===== src/rtl/quad_decoder.sv =====
// Quadrature encoder decoder: synchronizes A/B phases, debounces the pair, and
// tracks position/direction with step, illegal-transition and sticky error outputs.
module quad_decoder #(
  parameter int CNT_W = 4,
  parameter int FILT  = 2
) (
  input  logic             clk,
  input  logic             reset,
  input  logic             qa,
  input  logic             qb,
  input  logic             clr,
  output logic [CNT_W-1:0] cnt,
  output logic             up_dnb,
  output logic             step,
  output logic             err,
  output logic             err_flag
);

  localparam int FW = 4;
  localparam logic [FW-1:0]    FILT_V  = FILT[FW-1:0];
  localparam logic [FW-1:0]    FW_ONE  = {{(FW-1){1'b0}}, 1'b1};
  localparam logic [CNT_W-1:0] CNT_ONE = {{(CNT_W-1){1'b0}}, 1'b1};

  typedef enum logic {ST_INIT = 1'b0, ST_RUN = 1'b1} state_e;

  // {qa,qb} pairs: sync1 is the metastability stage, sync2 the usable copy.
  logic [1:0]       sync1_q, sync2_q;
  logic [1:0]       vld_pipe_q;
  logic [1:0]       cand_q, cand_d;
  logic [FW-1:0]    fcnt_q, fcnt_d;
  logic [1:0]       acc_q, acc_d;
  state_e           state_q, state_d;
  logic [CNT_W-1:0] cnt_q, cnt_d;
  logic             up_q, up_d;
  logic             step_q, step_d;
  logic             err_q, err_d;
  logic             flag_q, flag_d;

  logic fire, both_chg, dir_up;

  // Filter: cand is the pair currently being timed, fcnt its saturating run length.
  // fcnt stays 0 until the synchronizer holds post-reset data.
  always_comb begin
    cand_d = cand_q;
    fcnt_d = fcnt_q;
    if (!vld_pipe_q[1]) begin
      fcnt_d = '0;
    end else if (sync2_q != cand_q || fcnt_q == '0) begin
      cand_d = sync2_q;
      fcnt_d = FW_ONE;
    end else if (fcnt_q != FILT_V) begin
      fcnt_d = fcnt_q + FW_ONE;
    end
  end

  assign fire     = (fcnt_q == FILT_V);
  assign both_chg = &(acc_q ^ cand_q);
  // Forward order 00->10->11->01: a change of A counts up when A==B beforehand.
  assign dir_up   = (acc_q[1] ^ cand_q[1]) ^ (acc_q[1] ^ acc_q[0]);

  always_comb begin
    state_d = state_q;
    acc_d   = acc_q;
    cnt_d   = cnt_q;
    up_d    = up_q;
    flag_d  = flag_q;
    step_d  = 1'b0;
    err_d   = 1'b0;
    if (fire) begin
      case (state_q)
        ST_INIT: begin
          acc_d   = cand_q;
          state_d = ST_RUN;
        end
        default: begin
          if (cand_q != acc_q) begin
            acc_d = cand_q;
            if (both_chg) begin
              err_d  = 1'b1;
              flag_d = 1'b1;
            end else begin
              step_d = 1'b1;
              up_d   = dir_up;
              cnt_d  = dir_up ? cnt_q + CNT_ONE : cnt_q - CNT_ONE;
            end
          end
        end
      endcase
    end
    // Clear overrides any count or error flag produced in the same cycle.
    if (clr) begin
      cnt_d  = '0;
      flag_d = 1'b0;
    end
  end

  always_ff @(posedge clk or negedge reset) begin
    if (!reset) begin
      sync1_q    <= 2'b00;
      sync2_q    <= 2'b00;
      vld_pipe_q <= 2'b00;
      cand_q     <= 2'b00;
      fcnt_q     <= '0;
      acc_q      <= 2'b00;
      state_q    <= ST_INIT;
      cnt_q      <= '0;
      up_q       <= 1'b1;
      step_q     <= 1'b0;
      err_q      <= 1'b0;
      flag_q     <= 1'b0;
    end else begin
      sync1_q    <= {qa, qb};
      sync2_q    <= sync1_q;
      vld_pipe_q <= {vld_pipe_q[0], 1'b1};
      cand_q     <= cand_d;
      fcnt_q     <= fcnt_d;
      acc_q      <= acc_d;
      state_q    <= state_d;
      cnt_q      <= cnt_d;
      up_q       <= up_d;
      step_q     <= step_d;
      err_q      <= err_d;
      flag_q     <= flag_d;
    end
  end

  assign cnt      = cnt_q;
  assign up_dnb   = up_q;
  assign step     = step_q;
  assign err      = err_q;
  assign err_flag = flag_q;

endmodule


===== config.mk =====
export PLATFORM = sky130hd
export DESIGN_NAME = quad_decoder
export DESIGN_NICKNAME = d
export VERILOG_FILES = /design/src/rtl/quad_decoder.sv
export SDC_FILE = /design/constraint.sdc
export NUM_CORES = 1
export LEC_CHECK = 0
export CAP_MARGIN = 20
export CORE_ASPECT_RATIO = 1.5
export CORE_MARGIN = 4
export CORE_UTILIZATION = 45
export CTS_BUF_LIST = sky130_fd_sc_hd__clkbuf_4
export CTS_CLUSTER_SIZE = 8
export DETAILED_ROUTE_END_ITERATION = 12
export GPL_TIMING_DRIVEN = 0
export PLACE_DENSITY = 0.68
export SYNTH_ARGS = -nofsm -noshare
export SYNTH_HDL_FRONTEND = slang
export SYNTH_SLANG_ARGS = --single-unit
export TNS_END_PERCENT = 100

===== constraint.sdc =====
create_clock -name clk -period 3.45 [get_ports clk]
set_input_delay 0.69 -clock clk [delete_from_list [all_inputs] [get_ports clk]]
set_output_delay 0.69 -clock clk [all_outputs]
set_load 0.05 [all_outputs]

==> metrics.csv, run 1 <==
stage;metric;value;unit
detailed_routing;drt-total-wl;1.61;mm
timing;fmax;428;MHz
min_path;hp-class;flop to flop;
pwr;seqPwrFrac;52.9;%
clock_tree;post_cts.repair.setup_buffers;0;
critical_path;reg2reg_slack;1.31;ns
clock_tree;cts.path.max_buffers;2;
yosys;synth_cell_type_count;32;
cells_and_area;antenna_cells;0;
yosys;synth_cells;85;
pwr;p_comb_share;27.2;%
critical_path;required;2.76;ns
pwr;clkPwrFrac;19.9;%
floorplanning;std_cell_rows;21;
cells_and_area;nets;112;
critical_path;path_cells;clkdlybuf4s50_1;
yosys;synth_nets;95;
grt;grt_overflow;0;
clock_tree;h-tree-depth;1;
yosys;avgSynthCellArea;12.3;µm²
timing;rsz0062_at_grt;no;
placed_design;io_buffers;12;
clock_tree;cts.sinks;23;
yosys;netlist_area;1040;µm²
timing;skew;0.00323;ns
pwr;switching_power;0.199;mW
grt;grt_pass1_wl;2.56;mm
yosys;synth_warnings;0;
floorplanning;die_w;47.3;µm
detailed_routing;dr.pass1.iters;4;
floorplanning;die-area;3170;µm²
timing;tns;0;ns
critical_path;r2r-end;cnt[3];
cells_and_area;area_growth;16.9;%
clock_tree;clk_pin_slew;0.12;ns
pwr;switching_share;32.7;%
grt;grtUsageTotal;11.6;%
critical_path;crit_arrival;1.65;ns
detailed_routing;drc;0;
detailed_routing;drt_iter0_markers;19;
clock_tree;cts_buffers;3;
critical_path;cpPeakStageDelay;0.79;ns
detailed_routing;ant_nets;0;
critical_path;critPathMaxFanout;2;
cells_and_area;fin_util;54.6;%
pwr;power.density;498;nW/µm²
run;maxCapViolations;0;
clock_tree;cts_tree;built;
timing;fin_crit_sh;67.8;%
floorplanning;die_y;66.9;µm
cells_and_area;fillers;189;
placed_design;gp_congestion;0.805;
floorplanning;ioPinCount;13;
run_status;outcome;finished, final reports clean;
floorplanning;initial_utilization;46.7;%
critical_path;cp_slowest_cell;clkdlybuf4s50_1;
critical_path;r2r_cells;6;
timing;tightest_slew;0.961;ns
timing;slew_viol_final;0;
clock_tree;clk_latency;0.31;ns
timing;hold_ws;0.365;ns
yosys;seq_area_frac_synth;55.3;%
floorplanning;coreArea;2230;µm²
clock_tree;clockRootBuffer;clkbuf_4;
min_path;hold_path_depth;0;
critical_path;startpoint_type;flop;
critical_path;critPathKind;flop to output port;
pwr;vdd_ir_drop_max;0.240;mV
cells_and_area;drive_gt1_share;14.9;%
detailed_routing;vias_per_cell;5.27;
critical_path;timing.rr.start;cand_q[1];
min_path;holdPathEnd;vld_pipe_q[1];
placed_design;dpl.hpwl;1.22;mm
min_path;min_from;vld_pipe_q[0];
timing;slew_headroom;35.7;%
critical_path;path_buf_inv;1;
clock_tree;hold_buffers;0;
critical_path;critPathCaptureType;output port;
pwr;power.leakage;0.534;nW
pwr;p_int;0.408;mW
detailed_routing;num_vias;653;
grt;grt_max_degree;24;
timing;hold_viol;0;
timing;setup_viol;0;
grt;grt_pass1_vias;629;
critical_path;path_delay_family;buffers and inverters;
clock_tree;cts_resized;0;
yosys;ys_ff_latch;23;
timing;post-route-min-period;2.34;ns
detailed_routing;wl_per_cell;13.0;µm
grt;antenna_found_initial;0;
## stage by stage
step	instances	instance area, µm²	power, mW	setup slack, ns
2_1_floorplan	85	1040	0.450	1.46
3_3_place_gp	120	1190	0.489	1.34
3_5_place_dp	120	1190	0.494	1.31
4_1_cts	124	1220	0.615	1.09
5_1_grt	124	1220	0.642	1.07
6_report	124	1220	0.607	1.11
## power by group through the flow
stage	registers (mW)	logic, mW	clock network, mW
3_5_place_dp	0.328	0.166	0
6_report	0.321	0.165	0.121
3_3_place_gp	0.326	0.163	0
5_1_grt	0.325	0.184	0.134
4_1_cts	0.322	0.167	0.126
2_1_floorplan	0.341	0.109	0
## worst max path at each step
| stage | startpoint | to | slack, ns | depth (start not counted) |
|---|---|---|---|---|
| after detailed placement | fcnt_q[0] | cnt[3] | 1.31 | 6 |
| after floorplan | cand_q[1] | cnt[3] | 1.46 | 6 |
| after global placement | cand_q[1] | cnt[3] | 1.34 | 6 |
| final | up_dnb | up_dnb | 1.11 | 1 |
| after global routing | up_dnb | up_dnb | 1.07 | 1 |
| after CTS | up_dnb | up_dnb | 1.09 | 1 |
## cell type report
class / count / area, µm² / area share, %
Clock inverter: 1 / 5.00 / 0.411
Multi-Input combinational cell: 60 / 458 / 37.6
Timing Repair Buffer: 12 / 120 / 9.86
Sequential cell: 23 / 577 / 47.3
Clock buffer: 3 / 22.5 / 1.85
Inverter: 2 / 7.51 / 0.616
Tap cell: 23 / 28.8 / 2.36
## layer usage
metal  wire length (µm)  share of wire [%]  global-route usage (%)  vias up
met5                  0                  0                       0        -
met4                 45                2.8                    8.30        0
met3                 62                3.8                    1.62        4
met2                852                 53                    20.0       10
met1                651                 40                    12.0      317
li1                   -                  -                       -      322
## cell families (layout without fill, tap and decap cells)
family	Yosys count	after routing	share of synthesized area (%)
fa+ha+maj	5	5	6.00
mux	6	6	6.36
flops	23	23	55.3
xor+xnor	11	11	10.7
simple gates	21	21	11.4
other cells	1	1	0.360
compound gates	16	16	9.12
buf+inv	2	18	0.721
## synthesized netlist by cell type
master / n / area, µm²
dfrtp_1: 22 / 551
nor2_1: 6 / 22.5
xor2_1: 6 / 52.6
a21oi_1: 5 / 25.0
ha_1: 5 / 62.6
mux2_2: 4 / 45.0
o21ai_0: 4 / 20.0
a31oi_1: 3 / 18.8
xnor2_1: 3 / 26.3
a211oi_1: 2 / 15.0
and2_1: 2 / 12.5
inv_1: 2 / 7.51
nand3_1: 2 / 10.0
a211o_1: 1 / 8.76
a21boi_0: 1 / 7.51
and3_2: 1 / 7.51
conb_1: 1 / 3.75
dfstp_2: 1 / 26.3
mux2_1: 1 / 11.3
mux2i_1: 1 / 10.0
nand2_1: 1 / 3.75
nand2_2: 1 / 6.26
nand3b_1: 1 / 7.51
nand4_1: 1 / 6.26
nor2b_1: 1 / 6.26
nor3_1: 1 / 5.00
nor3b_2: 1 / 12.5
or2_0: 1 / 6.26
or2_2: 1 / 6.26
or3_1: 1 / 6.26
xnor2_2: 1 / 16.3
xor2_2: 1 / 16.3
## flip-flops by register name, summed over array words and instances, names as in the netlist
signal / count
acc_q: 2
cand_q: 2
cnt: 4
err: 1
err_flag: 1
fcnt_q: 4
state_q: 1
step: 1
sync1_q: 2
sync2_q: 2
up_dnb: 1
vld_pipe_q: 2
## layout by cell type, fill, tap and decap left out, drive strengths merged, types with 2 or more instances in the layout
| cell | count |
|---|---|
| and2 | 2 |
| or2 | 2 |
| a31oi | 3 |
| dfrtp | 22 |
| a21oi | 5 |
| mux2 | 5 |
| nand2 | 2 |
| o21ai | 4 |
| xor2 | 7 |
| ha | 5 |
| clkbuf | 3 |
| a211oi | 2 |
| nand3 | 2 |
| xnor2 | 4 |
| inv | 2 |
| clkdlybuf4s50 | 12 |
| nor2 | 6 |
Power figures use the tool's default switching activity.
==> run 2, diff against run 1 <==
- PLACE_DENSITY: 0.68 -> 0.7
- clock period: 3.45 -> 2.1 ns (I/O delays scaled with it)
==> metrics.csv, run 2 (synthesized netlist as in run 1, its figures left out) <==
stage;metric;value;unit;change
run_status;outcome;finished, final reports clean;;
critical_path;reg2reg_slack;0.16;ns;-1.15 ns
floorplanning;std_cell_rows;21;;unchanged
cells_and_area;fillers;189;;unchanged
clock_tree;cts_tree;built;;
detailed_routing;drc;0;;unchanged
clock_tree;clk_pin_slew;0.12;ns;about the same
floorplanning;die-area;3170;µm²;unchanged
cells_and_area;nets;114;;+1.8%
cells_and_area;drive_gt1_share;20.4;%;+5.5 points
floorplanning;coreArea;2230;µm²;unchanged
grt;grt_overflow;0;;unchanged
grt;grt_pass1_vias;651;;+3.5%
cells_and_area;fin_util;57.9;%;+3.3 points
pwr;power.leakage;0.570;nW;+6.8%
clock_tree;clk_latency;0.32;ns;about the same
detailed_routing;ant_nets;0;;unchanged
placed_design;io_buffers;12;;unchanged
cells_and_area;mostFrequentLayoutCells;dfrtp_1, clkdlybuf4s50_1, xor2_1, nor2_1, a21oi_1;;
pwr;vdd_ir_drop_max;0.478;mV;+99%
clock_tree;clockRootBuffer;clkbuf_4;;
cells_and_area;layout_commonest_cell;dfrtp_1;;
timing;fmax;496;MHz;
critical_path;timing.rr.start;cand_q[1];;
grt;grt_max_degree;24;;unchanged
timing;tightest_slew;0.501;ns;-0.461 ns
timing;slew_viol_final;0;;unchanged
timing;hold_ws;0.284;ns;-0.0805 ns
floorplanning;die_w;47.3;µm;unchanged
critical_path;path_buf_inv;1;;unchanged
floorplanning;die_y;66.9;µm;unchanged
detailed_routing;drt_iter0_markers;12;;-7
critical_path;critPathKind;flop to output port;;
timing;fin_crit_sh;96.0;%;
cells_and_area;area_growth;24.0;%;
critical_path;r2r-end;cnt[3];;
clock_tree;cts.path.max_buffers;2;;unchanged
pwr;total_power;1.05;mW;+73%
critical_path;required;1.68;ns;-1.08 ns
timing;tns;0;ns;unchanged
clock_tree;h-tree-depth;1;;unchanged
pwr;power.density;811;nW/µm²;+63%
detailed_routing;drt-total-wl;1.75;mm;+8.7%
min_path;hp-class;primary input to asynchronous set/reset pin;;
timing;slew_headroom;66.5;%;+31 points
critical_path;path_cells;clkdlybuf4s50_1;;
placed_design;postPlaceCellArea;1190;µm²;unchanged
clock_tree;hold_buffers;0;;unchanged
critical_path;crit_arrival;1.60;ns;-0.05 ns
detailed_routing;num_vias;675;;+3.4%
timing;skew;0.00366;ns;+0.000433 ns
cells_and_area;final_area;1290;µm²;+6.1%
run;maxCapViolations;0;;unchanged
detailed_routing;wl_per_cell;13.9;µm;+7.0%
critical_path;path_delay_family;buffers and inverters;;
critical_path;cp_slowest_cell;clkdlybuf4s50_1;;
clock_tree;cts.sinks;23;;unchanged
clock_tree;cts_buffers;3;;unchanged
timing;hold_viol;0;;unchanged
critical_path;cpPeakStageDelay;0.83;ns;+0.04 ns
floorplanning;initial_utilization;46.7;%;unchanged
grt;antenna_found_initial;0;;unchanged
placed_design;dpl.hpwl;1.27;mm;+3.8%
floorplanning;ioPinCount;13;;unchanged
detailed_routing;vias_per_cell;5.36;;+1.7%
detailed_routing;dr.pass1.iters;3;;-1
critical_path;startpoint_type;flop;;
grt;grtUsageTotal;12.3;%;+0.72 points
cells_and_area;antenna_cells;0;;unchanged
timing;rsz0062_at_grt;no;;
grt;grt_pass1_wl;2.80;mm;+9.5%
critical_path;critPathMaxFanout;6;;+4
placed_design;gp_congestion;0.726;;-9.9%
timing;setup_viol;0;;unchanged
critical_path;r2r_cells;6;;unchanged
critical_path;critPathCaptureType;output port;;
timing;post-route-min-period;2.02;ns;
==> run 2: cell count changes in the layout (fill, tap and decap cells not counted), sizes merged <==
cell	previous run	this run
dlygate4sd2	0	1
clkdlybuf4s50	12	10
buf	0	2
dlymetal6s2s	0	1
==> run 2: cell type report <==
type                       instances  area [µm²]  area share, %
clock buffer                       3        22.5           1.74
clock inverter                     1        5.00          0.387
inverter                           2        7.51          0.581
multi-input combinational         60         493           38.1
sequential                        23         579           44.8
tap                               23        28.8           2.23
timing repair buffer              14         156           12.1
==> run 2: how the worst max path moves through the flow <==
stage / start / to / slack [ns] / cells after the start
floorplan: cand_q[1] / cnt[3] / 0.11 / 6
global placement: cand_q[1] / cnt[3] / -0.01 / 6
detailed placement: cand_q[1] / cnt[3] / -0.06 / 6
CTS: acc_q[0] / cnt[3] / 0.01 / 6
global route: fcnt_q[0] / cnt[3] / 0.008 / 6
finish: cnt[0] / cnt[0] / 0.08 / 1
==> run 2: report_power, final <==
part	switching [mW]	total [mW]	internal (mW)
Combinational	0.176	0.310	0.134
Sequential	0.0430	0.534	0.491
Clock	0.133	0.205	0.0714
Total	0.352	1.05	0.696
==> run 2: stage by stage <==
stage          worst slack [ns]  cells
2_1_floorplan             0.112     85
3_3_place_gp            -0.0116    120
3_5_place_dp            -0.0596    120
4_1_cts                  0.0102    125
5_1_grt                 0.00762    126
6_report                 0.0838    126
==> run 2: repair_timing <==
| action | in CTS | in global routing |
|---|---|---|
| setup buffers | 1 | 0 |
| resized for setup | 4 | 4 |
| endpoints found under the setup margin | 2 | 2 |
==> run 2: worst register-to-register path: cells and delay by family (launching register included) <==
family | cells | cell delay [ns]
AO/OA/AOI/OAI | 2 | 0.32
XOR/XNOR | 1 | 0.20
adder cells (fa/ha/maj) | 1 | 0.31
flip-flops | 1 | 0.46
multiplexers | 1 | 0.33
AND/OR/NAND/NOR | 1 | 0.22
==> run 2: metal layers <==
layer	vias up	GRT usage, %	wire length (µm)
met5	-	0	0
met4	0	6.23	45
met3	5	1.62	73
met2	12	20.0	889
met1	327	15.4	745
li1	331	-	-
==> run 3, diff against run 2 <==
- PLACE_DENSITY: 0.7 -> 0.68
- clock period: 2.1 -> 1.9 ns (I/O delays scaled with it)
==> metrics.csv, run 3 (synthesized netlist as in run 1, its figures left out) <==
stage;metric;value;unit;change
run_status;outcome;finished, violations left;;
run_status;violations;setup timing;;
cells_and_area;area_growth;25.9;%;
timing;slew_viol_final;0;;unchanged
critical_path;cpPeakStageDelay;0.50;ns;-0.33 ns
cells_and_area;final-seq-area;579;µm²;unchanged
clock_tree;clk_latency;0.31;ns;about the same
placed_design;io_buffers;12;;unchanged
critical_path;crit_start;cand_q[1];;
floorplanning;coreArea;2230;µm²;unchanged
floorplanning;die_w;47.3;µm;unchanged
clock_tree;clk_pin_slew;0.12;ns;about the same
clock_tree;cts_buffers;3;;unchanged
min_path;hp-class;flop to flop;;
timing;fmax;512;MHz;
cells_and_area;fillers;185;;-2.1%
cells_and_area;multi_input_area;493;µm²;unchanged
grt;antenna_found_initial;0;;unchanged
timing;tightest_slew;0.536;ns;+0.0354 ns
placed_design;dpl.hpwl;1.25;mm;-1.4%
critical_path;startpoint_type;flop;;
critical_path;critPathMaxFanout;7;;+1
detailed_routing;dr.pass1.iters;4;;+1
cells_and_area;drive_gt1_share;24.1;%;+3.7 points
cells_and_area;layout_commonest_cell;dfrtp_1;;
pwr;vdd_ir_drop_max;0.541;mV;+13%
critical_path;path_cells;xnor2_4 > ha_4 > a31oi_1 > or2_0 > a211oi_2 > mux2_1;;
grt;grt_pass1_vias;684;;+5.1%
detailed_routing;vias_per_cell;5.33;;-0.54%
detailed_routing;num_vias;698;;+3.4%
critical_path;timing.rr.start;cand_q[1];;
timing;fin_crit_sh;103;%;
placed_design;post-place-ws;-0.256;ns;-0.196 ns
timing;skew;0.00531;ns;+0.00165 ns
clock_tree;hold_buffers;0;;unchanged
pwr;clkPwrFrac;19.1;%;-0.4 points
detailed_routing;ant_nets;0;;unchanged
clock_tree;cts.path.max_buffers;2;;unchanged
grt;grtUsageTotal;12.7;%;+0.39 points
cells_and_area;fin_util;58.8;%;+0.90 points
critical_path;required;2.11;ns;+0.43 ns
grt;grt_overflow;0;;unchanged
pwr;power.density;880;nW/µm²;+8.6%
timing;slew_headroom;64.2;%;-2.4 points
detailed_routing;wl_per_cell;13.5;µm;-3.1%
cells_and_area;mostFrequentLayoutCells;dfrtp_1, xor2_1, nor2_1, clkdlybuf4s50_1, buf_4;;
timing;rsz0062_at_grt;yes;;
min_path;min_from;sync1_q[1];;
cells_and_area;nets;119;;+4.4%
floorplanning;ioPinCount;13;;unchanged
cells_and_area;antenna_cells;0;;unchanged
floorplanning;initial_utilization;46.7;%;unchanged
critical_path;crit_arrival;2.16;ns;+0.56 ns
clock_tree;h-tree-depth;1;;unchanged
timing;worst_slack;-0.0534;ns;-0.137 ns
pwr;seqPwrFrac;51.2;%;+0.3 points
grt;grt_max_degree;24;;unchanged
timing;hold_viol;0;;unchanged
pwr;switching_power;0.381;mW;+8.4%
floorplanning;std_cell_rows;21;;unchanged
floorplanning;die-area;3170;µm²;unchanged
pwr;p_int;0.774;mW;+11%
pwr;p_comb_share;29.7;%;+0.2 points
timing;setup_viol;1;;+1
timing;tns;-0.0534;ns;-0.0534 ns
detailed_routing;drt_iter0_markers;31;;+19
timing;post-route-min-period;1.95;ns;
pwr;power.leakage;0.623;nW;+9.3%
clock_tree;cts.sinks;23;;unchanged
critical_path;critPathCaptureType;flop;;
pwr;switching_share;33.0;%;-0.57 points
run;maxCapViolations;0;;unchanged
clock_tree;cts_tree;built;;
placed_design;gp_congestion;0.760;;+4.7%
grt;grt_pass1_wl;2.82;mm;+0.50%
detailed_routing;drc;0;;unchanged
clock_tree;clockRootBuffer;clkbuf_4;;
detailed_routing;drt-total-wl;1.77;mm;+0.74%
critical_path;critPathKind;flop to flop;;
critical_path;cp_slowest_cell;dfrtp_2;;
floorplanning;die_y;66.9;µm;unchanged
[run 3: changes by cell type in the layout (fill, tap and decap cells not counted)]
| cell | change |
|---|---|
| clkdlybuf4s50_1 | -4 |
| dlygate4sd2_1 | +3 |
| dlymetal6s2s_1 | +1 |
| buf_16 | -1 |
| buf_4 | +5 |
| buf_6 | +1 |
[run 3: power by group through the flow]
| stage | sequential [mW] | combinational, mW | clock, mW |
|---|---|---|---|
| 2_1_floorplan | 0.625 | 0.221 | 0 |
| 3_3_place_gp | 0.600 | 0.321 | 0 |
| 3_5_place_dp | 0.603 | 0.324 | 0 |
| 4_1_cts | 0.594 | 0.325 | 0.231 |
| 5_1_grt | 0.599 | 0.385 | 0.249 |
| 6_report | 0.591 | 0.344 | 0.220 |
[run 3: cell type report]
class / count / share of cell area, %
sequential: 23 / 44.1
multi-input combinational: 60 / 37.6
timing repair buffer: 19 / 13.4
tap: 23 / 2.19
clock buffer: 3 / 1.72
inverter: 2 / 0.572
clock inverter: 1 / 0.381
[run 3: timing repair]
| action | in CTS | in global routing |
|---|---|---|
| pin swaps | 1 | 3 |
| endpoints found under the setup margin | 7 | 5 |
| setup buffers | 0 | 6 |
| gates resized for setup | 6 | 2 |
[run 3: critical path, delay by kind of cell (launching register included)]
family                   cells  cell delay [ns]
AND/OR/NAND/NOR              1             0.22
XOR/XNOR                     1             0.21
flip-flops                   1             0.50
multiplexers                 1             0.33
adder cells (fa/ha/maj)      1             0.31
AO/OA/AOI/OAI                2             0.29
[run 3: layer usage]
layer | track usage, % | vias up | part of all wire [%]
met4 | 7.27 | 0 | 2.6
met2 | 22.5 | 13 | 55
met5 | 0 | - | 0
met1 | 13.3 | 344 | 38
met3 | 1.89 | 5 | 3.9
li1 | - | 336 | -
[run 3: path summary, 6_finish.rpt]
kind                            depth (start not counted)  slack [ns]          to
worst max-delay path                                    6       -0.05      cnt[3]
worst min-delay path                                    0        0.37  sync2_q[1]
worst max register to register                          6       -0.05      cnt[3]
worst min register to register                          0        0.37  sync2_q[1]
max in group asynchronous                               2        0.92      up_dnb
min in group asynchronous                               1        0.40      cnt[3]
[run 3: metrics by stage]
stage	instances	instance area, µm²	total power [mW]	hold slack, ns
after detailed placement	120	1220	0.927	0.348
final	131	1310	1.16	0.371
after global placement	120	1220	0.921	0.336
after floorplan	85	1070	0.846	0.0844
after CTS	124	1250	1.15	0.377
after global routing	131	1310	1.23	0.380
